`config.mk`:
```
export PLATFORM = sky130hd
export DESIGN_NAME = pipeline_hazard_ctrl_flat
export DESIGN_NICKNAME = d
export VERILOG_FILES = /design/src/rtl/pipeline_hazard_ctrl_if.sv /design/src/rtl/pipeline_hazard_ctrl.sv /design/src/flat_wrapper.sv
export SDC_FILE = /design/constraint.sdc
export NUM_CORES = 1
export LEC_CHECK = 0
export CELL_PAD_IN_SITES_DETAIL_PLACEMENT = 1
export CELL_PAD_IN_SITES_GLOBAL_PLACEMENT = 2
export CORE_MARGIN = 2
export CORE_UTILIZATION = 20
export CTS_CLUSTER_DIAMETER = 80
export DETAILED_ROUTE_END_ITERATION = 6
export PLACE_DENSITY_LB_ADDON = 0.1
export SYNTH_ARGS = -nofsm -noshare
export SYNTH_HDL_FRONTEND = slang
export SYNTH_SLANG_ARGS = --single-unit
```
`constraint.sdc`:
```
create_clock -name clk -period 5.8 [get_ports clk]
set_input_delay 1.74 -clock clk [delete_from_list [all_inputs] [get_ports clk]]
set_output_delay 1.74 -clock clk [all_outputs]
set_load 0.02 [all_outputs]
```
`src/rtl/pipeline_hazard_ctrl_if.sv`:
```
// Hazard-controller bundle: hazard inputs from the pipeline stages, per-stage
// enables/flushes, the data-memory handshake and status back to the pipeline.
// master = pipeline/datapath side, slave = pipeline_hazard_ctrl.
interface pipeline_hazard_ctrl_if;
    // ID-stage operand usage
    logic [4:0]  id_rs;
    logic [4:0]  id_rt;
    logic        id_uses_rs;
    logic        id_uses_rt;
    // EX-stage load / branch information
    logic        ex_dmemread;
    logic [4:0]  ex_regwtaddr;
    logic        ex_branch_taken;
    // MEM-stage access and memory handshake
    logic        mem_dmemread;
    logic        mem_dmemwrite;
    logic        dmem_ack;
    logic        dmem_req;
    // PC and pipeline-register controls
    logic        pc_en;
    logic        ifid_en;
    logic        ifid_flush;
    logic        idex_en;
    logic        idex_flush;
    logic        exmem_en;
    logic        exmem_flush;
    logic        memwb_en;
    logic        memwb_flush;
    // Status
    logic        dmem_err;
    logic [31:0] stall_cycles;

    modport master (
        output id_rs, id_rt, id_uses_rs, id_uses_rt,
        output ex_dmemread, ex_regwtaddr, ex_branch_taken,
        output mem_dmemread, mem_dmemwrite, dmem_ack,
        input  dmem_req, pc_en,
        input  ifid_en, ifid_flush, idex_en, idex_flush,
        input  exmem_en, exmem_flush, memwb_en, memwb_flush,
        input  dmem_err, stall_cycles
    );

    modport slave (
        input  id_rs, id_rt, id_uses_rs, id_uses_rt,
        input  ex_dmemread, ex_regwtaddr, ex_branch_taken,
        input  mem_dmemread, mem_dmemwrite, dmem_ack,
        output dmem_req, pc_en,
        output ifid_en, ifid_flush, idex_en, idex_flush,
        output exmem_en, exmem_flush, memwb_en, memwb_flush,
        output dmem_err, stall_cycles
    );
endinterface

```
`src/rtl/pipeline_hazard_ctrl.sv`:
```
// Central sequencer for the 5-stage pipeline: PC / pipeline-register enables
// and flushes from load-use hazards, taken branches resolved in EX and a
// multi-cycle data-memory handshake in MEM, with a wait-timeout watchdog that
// halts the pipeline on a hung memory (sticky dmem_err, cleared by reset only).
// Controls are combinational from state + inputs (zero latency).
// Optional: define PERF_STALL_CNT_EN to build the stall_cycles counter;
// otherwise stall_cycles is tied to 0.
module pipeline_hazard_ctrl #(
    parameter int unsigned TO_CYCLES = 64,
    parameter int unsigned TO_W      = 7
) (
    input  logic                   clk,
    input  logic                   rst,
    pipeline_hazard_ctrl_if.slave  hz
);

    localparam logic [1:0] RUN      = 2'd0;
    localparam logic [1:0] MEM_WAIT = 2'd1;
    localparam logic [1:0] HALT     = 2'd2;

    localparam int unsigned REG_W = 5;

    logic [1:0]      state;
    logic [1:0]      stateNext;
    logic [TO_W-1:0] waitCnt;
    logic [TO_W-1:0] waitCntNext;
    logic            dmemErr;
    logic            dmemErrNext;

    logic            memAcc;
    logic            rsHit;
    logic            rtHit;
    logic            loadUse;
    logic            memStall;
    logic            halted;

    logic            dmemReq;
    logic            pcEn;
    logic            ifidEn;
    logic            ifidFlush;
    logic            idexEn;
    logic            idexFlush;
    logic            exmemEn;
    logic            exmemFlush;
    logic            memwbEn;
    logic            memwbFlush;

    // Hazard detection: MEM access request and load-use against the EX load
    always_comb begin
        memAcc  = hz.mem_dmemread | hz.mem_dmemwrite;
        rsHit   = hz.id_uses_rs && (hz.id_rs == hz.ex_regwtaddr);
        rtHit   = hz.id_uses_rt && (hz.id_rt == hz.ex_regwtaddr);
        loadUse = hz.ex_dmemread
                  && (hz.ex_regwtaddr != REG_W'(0))
                  && (rsHit || rtHit);
    end

    // State, wait counter and sticky error flag
    always_ff @(posedge clk or posedge rst) begin
        if (rst) begin
            state   <= RUN;
            waitCnt <= '0;
            dmemErr <= 1'b0;
        end else begin
            state   <= stateNext;
            waitCnt <= waitCntNext;
            dmemErr <= dmemErrNext;
        end
    end

    // Next-state logic and stage controls; memory stall masks branch/load-use
    always_comb begin
        stateNext   = state;
        waitCntNext = waitCnt;
        dmemErrNext = dmemErr;
        memStall    = 1'b0;
        halted      = 1'b0;
        dmemReq     = 1'b0;
        pcEn        = 1'b1;
        ifidEn      = 1'b1;
        ifidFlush   = 1'b0;
        idexEn      = 1'b1;
        idexFlush   = 1'b0;
        exmemEn     = 1'b1;
        exmemFlush  = 1'b0;
        memwbEn     = 1'b1;
        memwbFlush  = 1'b0;

        case (state)
            RUN: begin
                dmemReq = memAcc;
                if (memAcc && !hz.dmem_ack) begin
                    memStall    = 1'b1;
                    stateNext   = MEM_WAIT;
                    waitCntNext = TO_W'(1);
                end
            end
            MEM_WAIT: begin
                // request held for the whole outstanding access
                dmemReq = 1'b1;
                if (hz.dmem_ack) begin
                    stateNext   = RUN;
                    waitCntNext = '0;
                end else begin
                    memStall = 1'b1;
                    if (waitCnt == TO_W'(TO_CYCLES)) begin
                        stateNext   = HALT;
                        dmemErrNext = 1'b1;
                    end else begin
                        waitCntNext = waitCnt + TO_W'(1);
                    end
                end
            end
            HALT: begin
                halted = 1'b1;
            end
            default: begin
                stateNext   = RUN;
                waitCntNext = '0;
            end
        endcase

        if (halted) begin
            // frozen until reset, no flushes so state stays inspectable
            pcEn    = 1'b0;
            ifidEn  = 1'b0;
            idexEn  = 1'b0;
            exmemEn = 1'b0;
            memwbEn = 1'b0;
        end else if (memStall) begin
            // hold everything upstream of MEM, push a bubble into WB
            pcEn       = 1'b0;
            ifidEn     = 1'b0;
            idexEn     = 1'b0;
            exmemEn    = 1'b0;
            memwbFlush = 1'b1;
        end else if (hz.ex_branch_taken) begin
            // ID/IF hold wrong-path instructions; this also cancels load-use
            ifidFlush = 1'b1;
            idexFlush = 1'b1;
        end else if (loadUse) begin
            // one bubble: hold PC and IF/ID, clear ID/EX
            pcEn      = 1'b0;
            ifidEn    = 1'b0;
            idexFlush = 1'b1;
        end

        if (rst) begin
            dmemReq    = 1'b0;
            pcEn       = 1'b0;
            ifidEn     = 1'b0;
            ifidFlush  = 1'b1;
            idexEn     = 1'b0;
            idexFlush  = 1'b1;
            exmemEn    = 1'b0;
            exmemFlush = 1'b1;
            memwbEn    = 1'b0;
            memwbFlush = 1'b1;
        end
    end

    assign hz.dmem_req    = dmemReq;
    assign hz.pc_en       = pcEn;
    assign hz.ifid_en     = ifidEn;
    assign hz.ifid_flush  = ifidFlush;
    assign hz.idex_en     = idexEn;
    assign hz.idex_flush  = idexFlush;
    assign hz.exmem_en    = exmemEn;
    assign hz.exmem_flush = exmemFlush;
    assign hz.memwb_en    = memwbEn;
    assign hz.memwb_flush = memwbFlush;
    assign hz.dmem_err    = dmemErr;

`ifdef PERF_STALL_CNT_EN
    logic [31:0] stallCnt;

    // Count cycles with the PC held (memory stall or load-use), wrapping
    always_ff @(posedge clk or posedge rst) begin
        if (rst) begin
            stallCnt <= '0;
        end else if (!pcEn && (state != HALT)) begin
            stallCnt <= stallCnt + 32'd1;
        end
    end

    assign hz.stall_cycles = stallCnt;
`else
    assign hz.stall_cycles = 32'd0;
`endif

    // Structural invariants of the control outputs
    a_exmem_flush_rst_only : assert property (@(posedge clk) disable iff (rst)
        !hz.exmem_flush);
    a_halt_quiet : assert property (@(posedge clk) disable iff (rst)
        (state == HALT) |-> (!hz.dmem_req && !hz.pc_en && !hz.memwb_flush));
    a_halt_sticky_err : assert property (@(posedge clk) disable iff (rst)
        (state == HALT) |-> dmemErr);
    a_stall_holds_pc : assert property (@(posedge clk) disable iff (rst)
        memStall |-> (!hz.pc_en && !hz.ifid_flush && !hz.idex_flush));

endmodule
```
`src/flat_wrapper.sv`:
```
// flat-port wrapper written by rule: the top's interface ports become plain ports
module pipeline_hazard_ctrl_flat 
#(
    parameter int unsigned TO_CYCLES = 64,
    parameter int unsigned TO_W      = 7
)
  (clk, rst, hz_id_rs, hz_id_rt, hz_id_uses_rs, hz_id_uses_rt, hz_ex_dmemread, hz_ex_regwtaddr, hz_ex_branch_taken, hz_mem_dmemread, hz_mem_dmemwrite, hz_dmem_ack, hz_dmem_req, hz_pc_en, hz_ifid_en, hz_ifid_flush, hz_idex_en, hz_idex_flush, hz_exmem_en, hz_exmem_flush, hz_memwb_en, hz_memwb_flush, hz_dmem_err, hz_stall_cycles);
  pipeline_hazard_ctrl_if hz_i ();
  input  logic clk;
  input  logic rst;
  input wire logic [$bits(hz_i.id_rs)-1:0] hz_id_rs;
  input wire logic [$bits(hz_i.id_rt)-1:0] hz_id_rt;
  input wire logic [$bits(hz_i.id_uses_rs)-1:0] hz_id_uses_rs;
  input wire logic [$bits(hz_i.id_uses_rt)-1:0] hz_id_uses_rt;
  input wire logic [$bits(hz_i.ex_dmemread)-1:0] hz_ex_dmemread;
  input wire logic [$bits(hz_i.ex_regwtaddr)-1:0] hz_ex_regwtaddr;
  input wire logic [$bits(hz_i.ex_branch_taken)-1:0] hz_ex_branch_taken;
  input wire logic [$bits(hz_i.mem_dmemread)-1:0] hz_mem_dmemread;
  input wire logic [$bits(hz_i.mem_dmemwrite)-1:0] hz_mem_dmemwrite;
  input wire logic [$bits(hz_i.dmem_ack)-1:0] hz_dmem_ack;
  output wire logic [$bits(hz_i.dmem_req)-1:0] hz_dmem_req;
  output wire logic [$bits(hz_i.pc_en)-1:0] hz_pc_en;
  output wire logic [$bits(hz_i.ifid_en)-1:0] hz_ifid_en;
  output wire logic [$bits(hz_i.ifid_flush)-1:0] hz_ifid_flush;
  output wire logic [$bits(hz_i.idex_en)-1:0] hz_idex_en;
  output wire logic [$bits(hz_i.idex_flush)-1:0] hz_idex_flush;
  output wire logic [$bits(hz_i.exmem_en)-1:0] hz_exmem_en;
  output wire logic [$bits(hz_i.exmem_flush)-1:0] hz_exmem_flush;
  output wire logic [$bits(hz_i.memwb_en)-1:0] hz_memwb_en;
  output wire logic [$bits(hz_i.memwb_flush)-1:0] hz_memwb_flush;
  output wire logic [$bits(hz_i.dmem_err)-1:0] hz_dmem_err;
  output wire logic [$bits(hz_i.stall_cycles)-1:0] hz_stall_cycles;
  assign hz_i.id_rs = hz_id_rs;
  assign hz_i.id_rt = hz_id_rt;
  assign hz_i.id_uses_rs = hz_id_uses_rs;
  assign hz_i.id_uses_rt = hz_id_uses_rt;
  assign hz_i.ex_dmemread = hz_ex_dmemread;
  assign hz_i.ex_regwtaddr = hz_ex_regwtaddr;
  assign hz_i.ex_branch_taken = hz_ex_branch_taken;
  assign hz_i.mem_dmemread = hz_mem_dmemread;
  assign hz_i.mem_dmemwrite = hz_mem_dmemwrite;
  assign hz_i.dmem_ack = hz_dmem_ack;
  assign hz_dmem_req = hz_i.dmem_req;
  assign hz_pc_en = hz_i.pc_en;
  assign hz_ifid_en = hz_i.ifid_en;
  assign hz_ifid_flush = hz_i.ifid_flush;
  assign hz_idex_en = hz_i.idex_en;
  assign hz_idex_flush = hz_i.idex_flush;
  assign hz_exmem_en = hz_i.exmem_en;
  assign hz_exmem_flush = hz_i.exmem_flush;
  assign hz_memwb_en = hz_i.memwb_en;
  assign hz_memwb_flush = hz_i.memwb_flush;
  assign hz_dmem_err = hz_i.dmem_err;
  assign hz_stall_cycles = hz_i.stall_cycles;
  pipeline_hazard_ctrl #(.TO_CYCLES(TO_CYCLES), .TO_W(TO_W)) u_core (.clk(clk), .rst(rst), .hz(hz_i));
endmodule
```
# Yosys cells after proc, flatten, opt, wreduce, memory -nomap -nowiden
# Index checks and enable logic that the tools add are counted.
# word_totals
out_inout_bits,43
in_bits,24
ff_bits,10
# op_classes
eq_ne,8
n_addsub,1
n_bitwise,3
n_reduce_logical,12
n_mux,37
# ops
cell,n
$mux W1,27
$mux W7,3
$pmux W7 S3,1
$eq A5 B5 Y1,2
$reduce_and A3 Y1,3
$add A7 B1 Y7 const B,1
$eq A7 B7 Y1 const B,1
$mux W2,3
$pmux W2 S3,1
$logic_and A1 B1 Y1,5
$reduce_bool A5 Y1,1
$pmux W1 S2,2
$ne A3 B2 Y1 const B,1
$ne A3 B3 Y1 const B,1
$eq A2 B1 Y1 const B,1
$eq A2 B2 Y1 const B,1
$logic_not A2 Y1,1
$ne A2 B1 Y1 const B,1
$not A1 Y1,2
$logic_not A1 Y1,1
$logic_or A1 B1 Y1,1
$or A1 B1 Y1,1

# Logic depth before layout (Yosys ltp)
# Gate-level depths: netlist of the first run.
# logic_depth
word_depth,9
depth_mapped,6

# Worst setup path after synthesis of the first run
# OpenSTA, ideal clock, no wires.
# synth_path
kind,input to output
from,in hz_mem_dmemwrite
to,out hz_pc_en
cell_stages,5
t_arrival_ns,3.227
setup_slack_ns,0.833
path_buffers,1
t_required_ns,4.060
path_cell_list,or3_1 > a21o_1 > nor2_1 > o31a_1 > buf_4
# synth_via
elab_chain_cells,7
# synth_lines
element,line,text
start: declaration,flat_wrapper.sv:19,input wire logic [$bits(hz_i.mem_dmemwrite)-1:0] hz_mem_dmemwrite;
$or A1 B1 Y1,pipeline_hazard_ctrl.sv:50,memAcc = hz.mem_dmemread | hz.mem_dmemwrite;
$logic_and A1 B1 Y1,pipeline_hazard_ctrl.sv:92,if (memAcc && !hz.dmem_ack) begin
$mux W1,pipeline_hazard_ctrl.sv:92,
$pmux W1 S2,pipeline_hazard_ctrl.sv:89,case (state)
$mux W1 (3 in series),--,
end: declaration,flat_wrapper.sv:22,output wire logic [$bits(hz_i.pc_en)-1:0] hz_pc_en;
# No other way between the ends.

# Final worst setup path of the first run
# layout_path
from,in hz_mem_dmemwrite
to,out hz_pc_en
# layout_via
elab_chain_cells,7
# layout_lines
element,line,text
$or A1 B1 Y1,pipeline_hazard_ctrl.sv:50,
$logic_and A1 B1 Y1,pipeline_hazard_ctrl.sv:92,
$mux W1,pipeline_hazard_ctrl.sv:92,
$pmux W1 S2,pipeline_hazard_ctrl.sv:89,
$mux W1,pipeline_hazard_ctrl.sv:130,end else if (memStall) begin
$mux W1,pipeline_hazard_ctrl.sv:123,if (halted) begin
$mux W1,pipeline_hazard_ctrl.sv:148,if (rst) begin
# No other way between the ends.

==> impl_metrics.csv, run 1 <==
group,metric,value,unit
yosys,syn_area,1010,um2
clocking,clock_path_buffers,2,
finish,drive_above_1_share,0.0667,
floorplanning,chipWidth,75.1,um
yosys,ys_seq_area_frac,0.248,
global_routing,grt_use_total,0.0879,
yosys,yosys.area_share.adder,0.0248,
power,swShare,0.324,
run_status,outcome,"finished clean",
floorplanning,core,4790,um2
critical_path,cp_max_fo,4,
timing,max_freq,182,MHz
clocking,post_cts_resize_count,0,
finish,layout_common_cells,"clkdlybuf4s50_1 (34), conb_1 (32), xor2_1 (10), dfrtp_1 (10), nor2_1 (8)",
detailed_routing,routedWlPerCell,11.7,um
yosys,synthSimpleGateAreaFrac,0.178,
clocking,clk_pin_slew,0.05,ns
power,pwr-share-seq,0.322,
run,drv_cap,0,
critical_path,crit_type,"in2out",
yosys,ys_ff_latch,10,
timing,final-setup-viol-count,0,
detailed_routing,drt-pass1-iter-count,3,
timing,rsz0062_at_grt,"no",
floorplanning,io_pins,67,
finish,fillCellCount,581,
critical_path,cpMostUsedCell,"clkdlybuf4s50_1",
critical_path,end_kind,"primary output",
global_routing,antenna_found_initial,0,
timing,fin_crit_sh,0.948,
timing,finalClockSkew,0.00235,ns
clocking,numCtsBuffers,3,
place,place_area,1290,um2
finish,n_antenna_cell,0,
yosys,yosysWarnings,0,
yosys,synth_top_family_by_area,"buffers and inverters",
power,p_clk_frac,0.351,
yosys,muxShareOfSynthArea,0.0198,
yosys,synth_flop_cell,"dfrtp_1",
timing,setup_tns,0,ns
detailed_routing,drc,0,
global_routing,grt_overflow,0,
clocking,cts_setup_buffers,0,
clocking,root_buffer,"clkbuf_8",
global_routing,grt_max_degree,14,
power,switching_power,80.8,uW
power,combPwrFrac,0.327,
place,io_buffers,34,
detailed_routing,vias,837,
clocking,worstSkewPairLatency,0.23,ns
power,p_leak,0.596,nW
place,place.gp.congestion,0.699,
clocking,cts_tree,"yes",
critical_path,path_delay_family,"buffers and inverters",
clocking,cts.sinks,10,
yosys,syn_inst,116,
floorplanning,start_util,0.211,
critical_path,max_stage_delay,0.60,ns
place,pre_cts_ws,0.251,ns
detailed_routing,antenna_left,0,
detailed_routing,routed_via_density,3.86,
power,power_density,185,nW/um2
yosys,synth_cell_types,38,
critical_path,path_cells,"clkdlybuf4s50_1, or3_1, a21o_1, nor2_1, o31a_1, clkdlybuf4s50_1",
critical_path,cpMaxStageDelayCell,"clkdlybuf4s50_1",
place,dp_hpwl,2200,um
global_routing,grt_pass1_vias,827,
finish,final_nets,177,
floorplanning,die_h,75.1,um
yosys,syn_avg_cell_area,8.70,um2
detailed_routing,drt-initial-drc-count,37,
clocking,hold_buffers,0,
finish,area_delta_synth_final,33.3,%
critical_path,cp.required,4.06,ns
yosys,post_synth_xor_area_fraction,0.121,
timing,setup_slack,0.299,ns
critical_path,arrival,3.76,ns
critical_path,path_buf_inv,2,
finish,final_area,1350,um2
detailed_routing,routed_wl,2530,um
floorplanning,fp.dieArea,5630,um2
power,vdd_ir_drop_max,0.0000679,V
worst_hold_path,hold_class,"reg2reg",
finish,final_common_cell,"clkdlybuf4s50_1",
power,p_int,169,uW
timing,min_period,5.50,ns
yosys,synth_compound_area_frac,0.125,
yosys,synth_edf_count,0,
global_routing,grt_pass1_wl,3810,um
timing,slew_violations,0,
floorplanning,rows,25,
timing,hold_violations,0,
yosys,synthArstFlopShare,1.00,
clocking,htree_levels,1,
critical_path,worstSetupStartpointType,"input pin",
state kept, by name (all words and copies together) (netlist names):
name                cells
u_core.state            2
u_core.hz.dmem_err      1
u_core.waitCnt          7
metal layers:
metal,routed length (um),GRT usage,up-vias,share of wire
li1,-,-,402,-
met1,969,0.0979,403,0.38
met2,1410,0.166,30,0.56
met3,141,0.0241,2,0.056
met4,11,0.0179,0,0.0043
met5,0,0,-,0
area by class of cell:
type                            count  area [um2]  area share
Sequential cell                    10         250       0.186
Timing Repair Buffer               35         348       0.258
Clock buffer                        4        55.1      0.0409
Inverter                            4        15.0      0.0112
Tap cell                           67        83.8      0.0623
Multi-Input combinational cell     97         594       0.441
cells in the mapped netlist, types with 2 or more instances:
master	instances	area share
a21oi_1	3	0.015
a31o_2	2	0.017
buf_4	35	0.26
dfrtp_1	10	0.25
ha_1	2	0.025
inv_1	4	0.015
mux2i_1	2	0.020
nand2_1	4	0.015
nand4_1	2	0.012
nor2_1	8	0.030
nor4_1	2	0.012
o21ai_0	4	0.020
xnor2_1	4	0.035
xor2_1	10	0.087
power groups by stage:
stage / clock network (mW) / registers [mW] / logic, mW
global route: 0.0941 / 0.0816 / 0.0886
detailed placement: 0 / 0.0815 / 0.0814
finish: 0.0875 / 0.0804 / 0.0815
global placement: 0 / 0.0815 / 0.0813
floorplan: 0 / 0.0787 / 0.0675
CTS: 0.0906 / 0.0804 / 0.0818
logic make-up (layout without fill, tap and decap cells):
group,after synthesis,after routing
buffers and inverters,40,43
AO/OA/AOI/OAI,18,18
multiplexers,2,2
flip-flops,10,10
other,1,32
AND/OR/NAND/NOR,29,29
XOR/XNOR,14,14
adder cells (fa/ha/maj),2,2
stage by stage:
stage                     power [mW]  std cells  hold WS (ns)   util
after detailed placement       0.163        213         0.470  0.270
after floorplan                0.146        147         0.489      -
after CTS                      0.253        217         0.482  0.281
after global routing           0.264        217         0.505  0.281
final                          0.249        217         0.470  0.281
after global placement         0.163        213         0.456  0.270
path summary, 6_finish.rpt:
kind,cells past startpoint,to,from,slack [ns]
max,6,hz_pc_en,hz_mem_dmemwrite,0.30
min,1,u_core.hz.dmem_err$_DFFE_PP0P_,u_core.hz.dmem_err$_DFFE_PP0P_,0.47
max reg2reg,6,u_core.waitCnt[0]$_DFFE_PP0P_,u_core.waitCnt[0]$_DFFE_PP0P_,3.97
min reg2reg,1,u_core.hz.dmem_err$_DFFE_PP0P_,u_core.hz.dmem_err$_DFFE_PP0P_,0.47
max in group asynchronous,2,u_core.waitCnt[4]$_DFFE_PP0P_,rst,3.55
min in group asynchronous,2,u_core.state[1]$_DFFE_PP0P_,rst,1.95
worst reg2reg max path, delay by kind of cell, from the launching register on:
kind,cells,cell delay (ns)
AOI/OAI and AO/OA,2,0.41
adders and majority gates,1,0.17
buffers and inverters,1,0.10
DFF,1,0.42
muxes,1,0.20
and+or+nand+nor,1,0.46
(Power assumes the default switching activity.)
==> run 2, diff against run 1 <==
--- a/config.mk
+++ b/config.mk
@@ -12,6 +12,7 @@
 export CTS_CLUSTER_DIAMETER = 80
 export DETAILED_ROUTE_END_ITERATION = 6
 export PLACE_DENSITY_LB_ADDON = 0.1
+export SLEW_MARGIN = 20
 export SYNTH_ARGS = -nofsm -noshare
 export SYNTH_HDL_FRONTEND = slang
 export SYNTH_SLANG_ARGS = --single-unit
==> results of run 2 <==
Final layout, timing and power as in run 1 (identical DEF).
==> run 3, diff against run 2 <==
--- a/config.mk
+++ b/config.mk
@@ -11,6 +11,7 @@
 export CORE_UTILIZATION = 20
 export CTS_CLUSTER_DIAMETER = 80
 export DETAILED_ROUTE_END_ITERATION = 6
+export GPL_TIMING_DRIVEN = 0
 export PLACE_DENSITY_LB_ADDON = 0.1
 export SLEW_MARGIN = 20
 export SYNTH_ARGS = -nofsm -noshare
==> constraint.sdc (replaced) <==
create_clock -name clk -period 5.8 [get_ports clk]
set_input_delay 1.16 -clock clk [delete_from_list [all_inputs] [get_ports clk]]
set_output_delay 1.16 -clock clk [all_outputs]
set_load 0.02 [all_outputs]
==> run 3 against run 2 <==
Worst setup slack improved by 1.0 ns. Largest power group is now combinational logic. Utilization rose by 5.1 points. Critical path type unchanged. Flip-flop and latch count did not move.
==> impl_metrics.csv, run 3 (synthesis results as in run 1) <==
group,metric,value,unit
run_status,outcome,"finished clean",
detailed_routing,drc,0,
global_routing,grt_pass1_wl,3960,um
floorplanning,rows,25,
clocking,worstSkewPairLatency,0.24,ns
critical_path,worstSetupStartpointType,"input pin",
critical_path,crit_type,"in2out",
critical_path,cpMostUsedCell,"clkdlybuf4s50_1",
timing,worst_pin_slew,0.501,ns
place,dp_hpwl,2320,um
clocking,htree_levels,1,
floorplanning,core,4790,um2
worst_hold_path,hold_class,"reg2reg",
clocking,numCtsBuffers,3,
timing,setup_tns,0,ns
global_routing,grt_util_met1,0.103,
timing,min_period,4.47,ns
critical_path,arrival,3.31,ns
global_routing,grt_use_total,0.0922,
global_routing,grt_max_degree,12,
global_routing,met2_usage,0.167,
timing,slew_violations,0,
finish,final_nets,212,
timing,finalClockSkew,0.00140,ns
power,power_density,159,nW/um2
finish,top_register,"u_core.waitCnt",
floorplanning,die_h,75.1,um
critical_path,end_kind,"primary output",
global_routing,antenna_found_initial,0,
global_routing,top_usage_layer,"met2",
finish,largest_reg_flops,7,
finish,n_antenna_cell,0,
clocking,clk_pin_slew,0.05,ns
detailed_routing,drt-initial-drc-count,34,
place,io_buffers,34,
timing,final-setup-viol-count,0,
floorplanning,fp.dieArea,5630,um2
finish,final_common_cell,"buf_4",
detailed_routing,routed_wl,2670,um
finish,layoutNonFillerInstCount,251,
power,p_leak,0.774,nW
global_routing,grt_overflow,0,
detailed_routing,drt-pass1-iter-count,2,
power,vdd_ir_drop_max,0.0000612,V
critical_path,max_stage_delay,0.52,ns
clocking,root_buffer,"clkbuf_8",
place,dp.cells,248,
detailed_routing,routed_via_density,3.72,
timing,whs,0.468,ns
critical_path,path_cells,"clkdlybuf4s50_1, xor2_1, nor4_1, a32oi_1, o31a_1, buf_4, clkdlybuf4s50_1",
place,place.gp.congestion,0.680,
clocking,hold_buffers,0,
timing,fin_crit_sh,0.771,
critical_path,cpMaxStageDelayCell,"clkdlybuf4s50_1",
detailed_routing,antenna_left,0,
timing,rsz0062_at_grt,"no",
floorplanning,chipWidth,75.1,um
critical_path,cp.required,4.64,ns
critical_path,cp_max_fo,3,
clocking,post_cts_resize_count,0,
clocking,cts_tree,"yes",
global_routing,grt_pass1_vias,868,
timing,max_freq,224,MHz
detailed_routing,vias,934,
floorplanning,start_util,0.211,
finish,layout_common_cells,"buf_4 (35), clkdlybuf4s50_1 (34), conb_1 (32), xor2_1 (10), dfrtp_1 (10)",
finish,drive_above_1_share,0.234,
detailed_routing,routedWlPerCell,10.6,um
timing,hold_violations,0,
clocking,clock_path_buffers,2,
clocking,cts_setup_buffers,0,
run,drv_cap,0,
finish,area_delta_synth_final,57.6,%
clocking,cts.sinks,10,
global_routing,grtUsageMet3,0.0268,
timing,max-slew-margin-rel,0.665,
floorplanning,io_pins,67,
run 3: cell types whose count changed in the layout (fill, tap and decap cells not counted), sizes merged:
cell	before	now
buf	1	35
run 3: cell type report:
class	count	area (um2)
Buffer	36	267
Multi-Input combinational cell	97	594
Clock buffer	3	41.3
Timing Repair Buffer	34	340
Sequential cell	10	250
Fill cell	588	3190
Inverter	4	15.0
Tap cell	67	83.8
run 3: per-layer routing:
metal | vias to the layer above | wire length (um)
li1 | 468 | -
met1 | 429 | 960
met2 | 33 | 1510
met3 | 4 | 176
met4 | 0 | 25
met5 | - | 0
run 3: critical path, delay by kind of cell:
family | cells | cell delay [ns]
xor+xnor | 1 | 0.19
buf+inv | 3 | 1.13
simple gates | 1 | 0.33
compound gates | 2 | 0.51
run 3: path summary, 6_finish.rpt:
kind	start	to	slack, ns	cells after the start
worst max-delay path	hz_ex_regwtaddr[2]	hz_pc_en	1.33	7
worst min-delay path	u_core.hz.dmem_err$_DFFE_PP0P_	u_core.hz.dmem_err$_DFFE_PP0P_	0.47	1
worst max register to register	u_core.waitCnt[0]$_DFFE_PP0P_	u_core.waitCnt[0]$_DFFE_PP0P_	3.98	6
worst min register to register	u_core.hz.dmem_err$_DFFE_PP0P_	u_core.hz.dmem_err$_DFFE_PP0P_	0.47	1
max in group asynchronous	rst	u_core.waitCnt[4]$_DFFE_PP0P_	4.15	2
min in group asynchronous	rst	u_core.state[0]$_DFFE_PP0P_	1.36	2
run 3: stage by stage:
| step | cell area, um2 | total power, mW | util | setup WS, ns |
|---|---|---|---|---|
| 5_1_grt | 1590 | 0.268 | 0.333 | 1.17 |
| 3_3_place_gp | 1550 | 0.180 | 0.324 | 1.32 |
| 3_5_place_dp | 1550 | 0.181 | 0.324 | 1.30 |
| 2_1_floorplan | 1130 | 0.146 | - | 1.99 |
| 6_report | 1590 | 0.253 | 0.333 | 1.33 |
| 4_1_cts | 1590 | 0.255 | 0.333 | 1.30 |
run 3: power by group:
| group | internal, mW | leakage [nW] | switching, mW |
|---|---|---|---|
| Clock | 0.0454 | 0.0216 | 0.0270 |
| Combinational | 0.0505 | 0.619 | 0.0506 |
| Sequential | 0.0739 | 0.134 | 0.00523 |
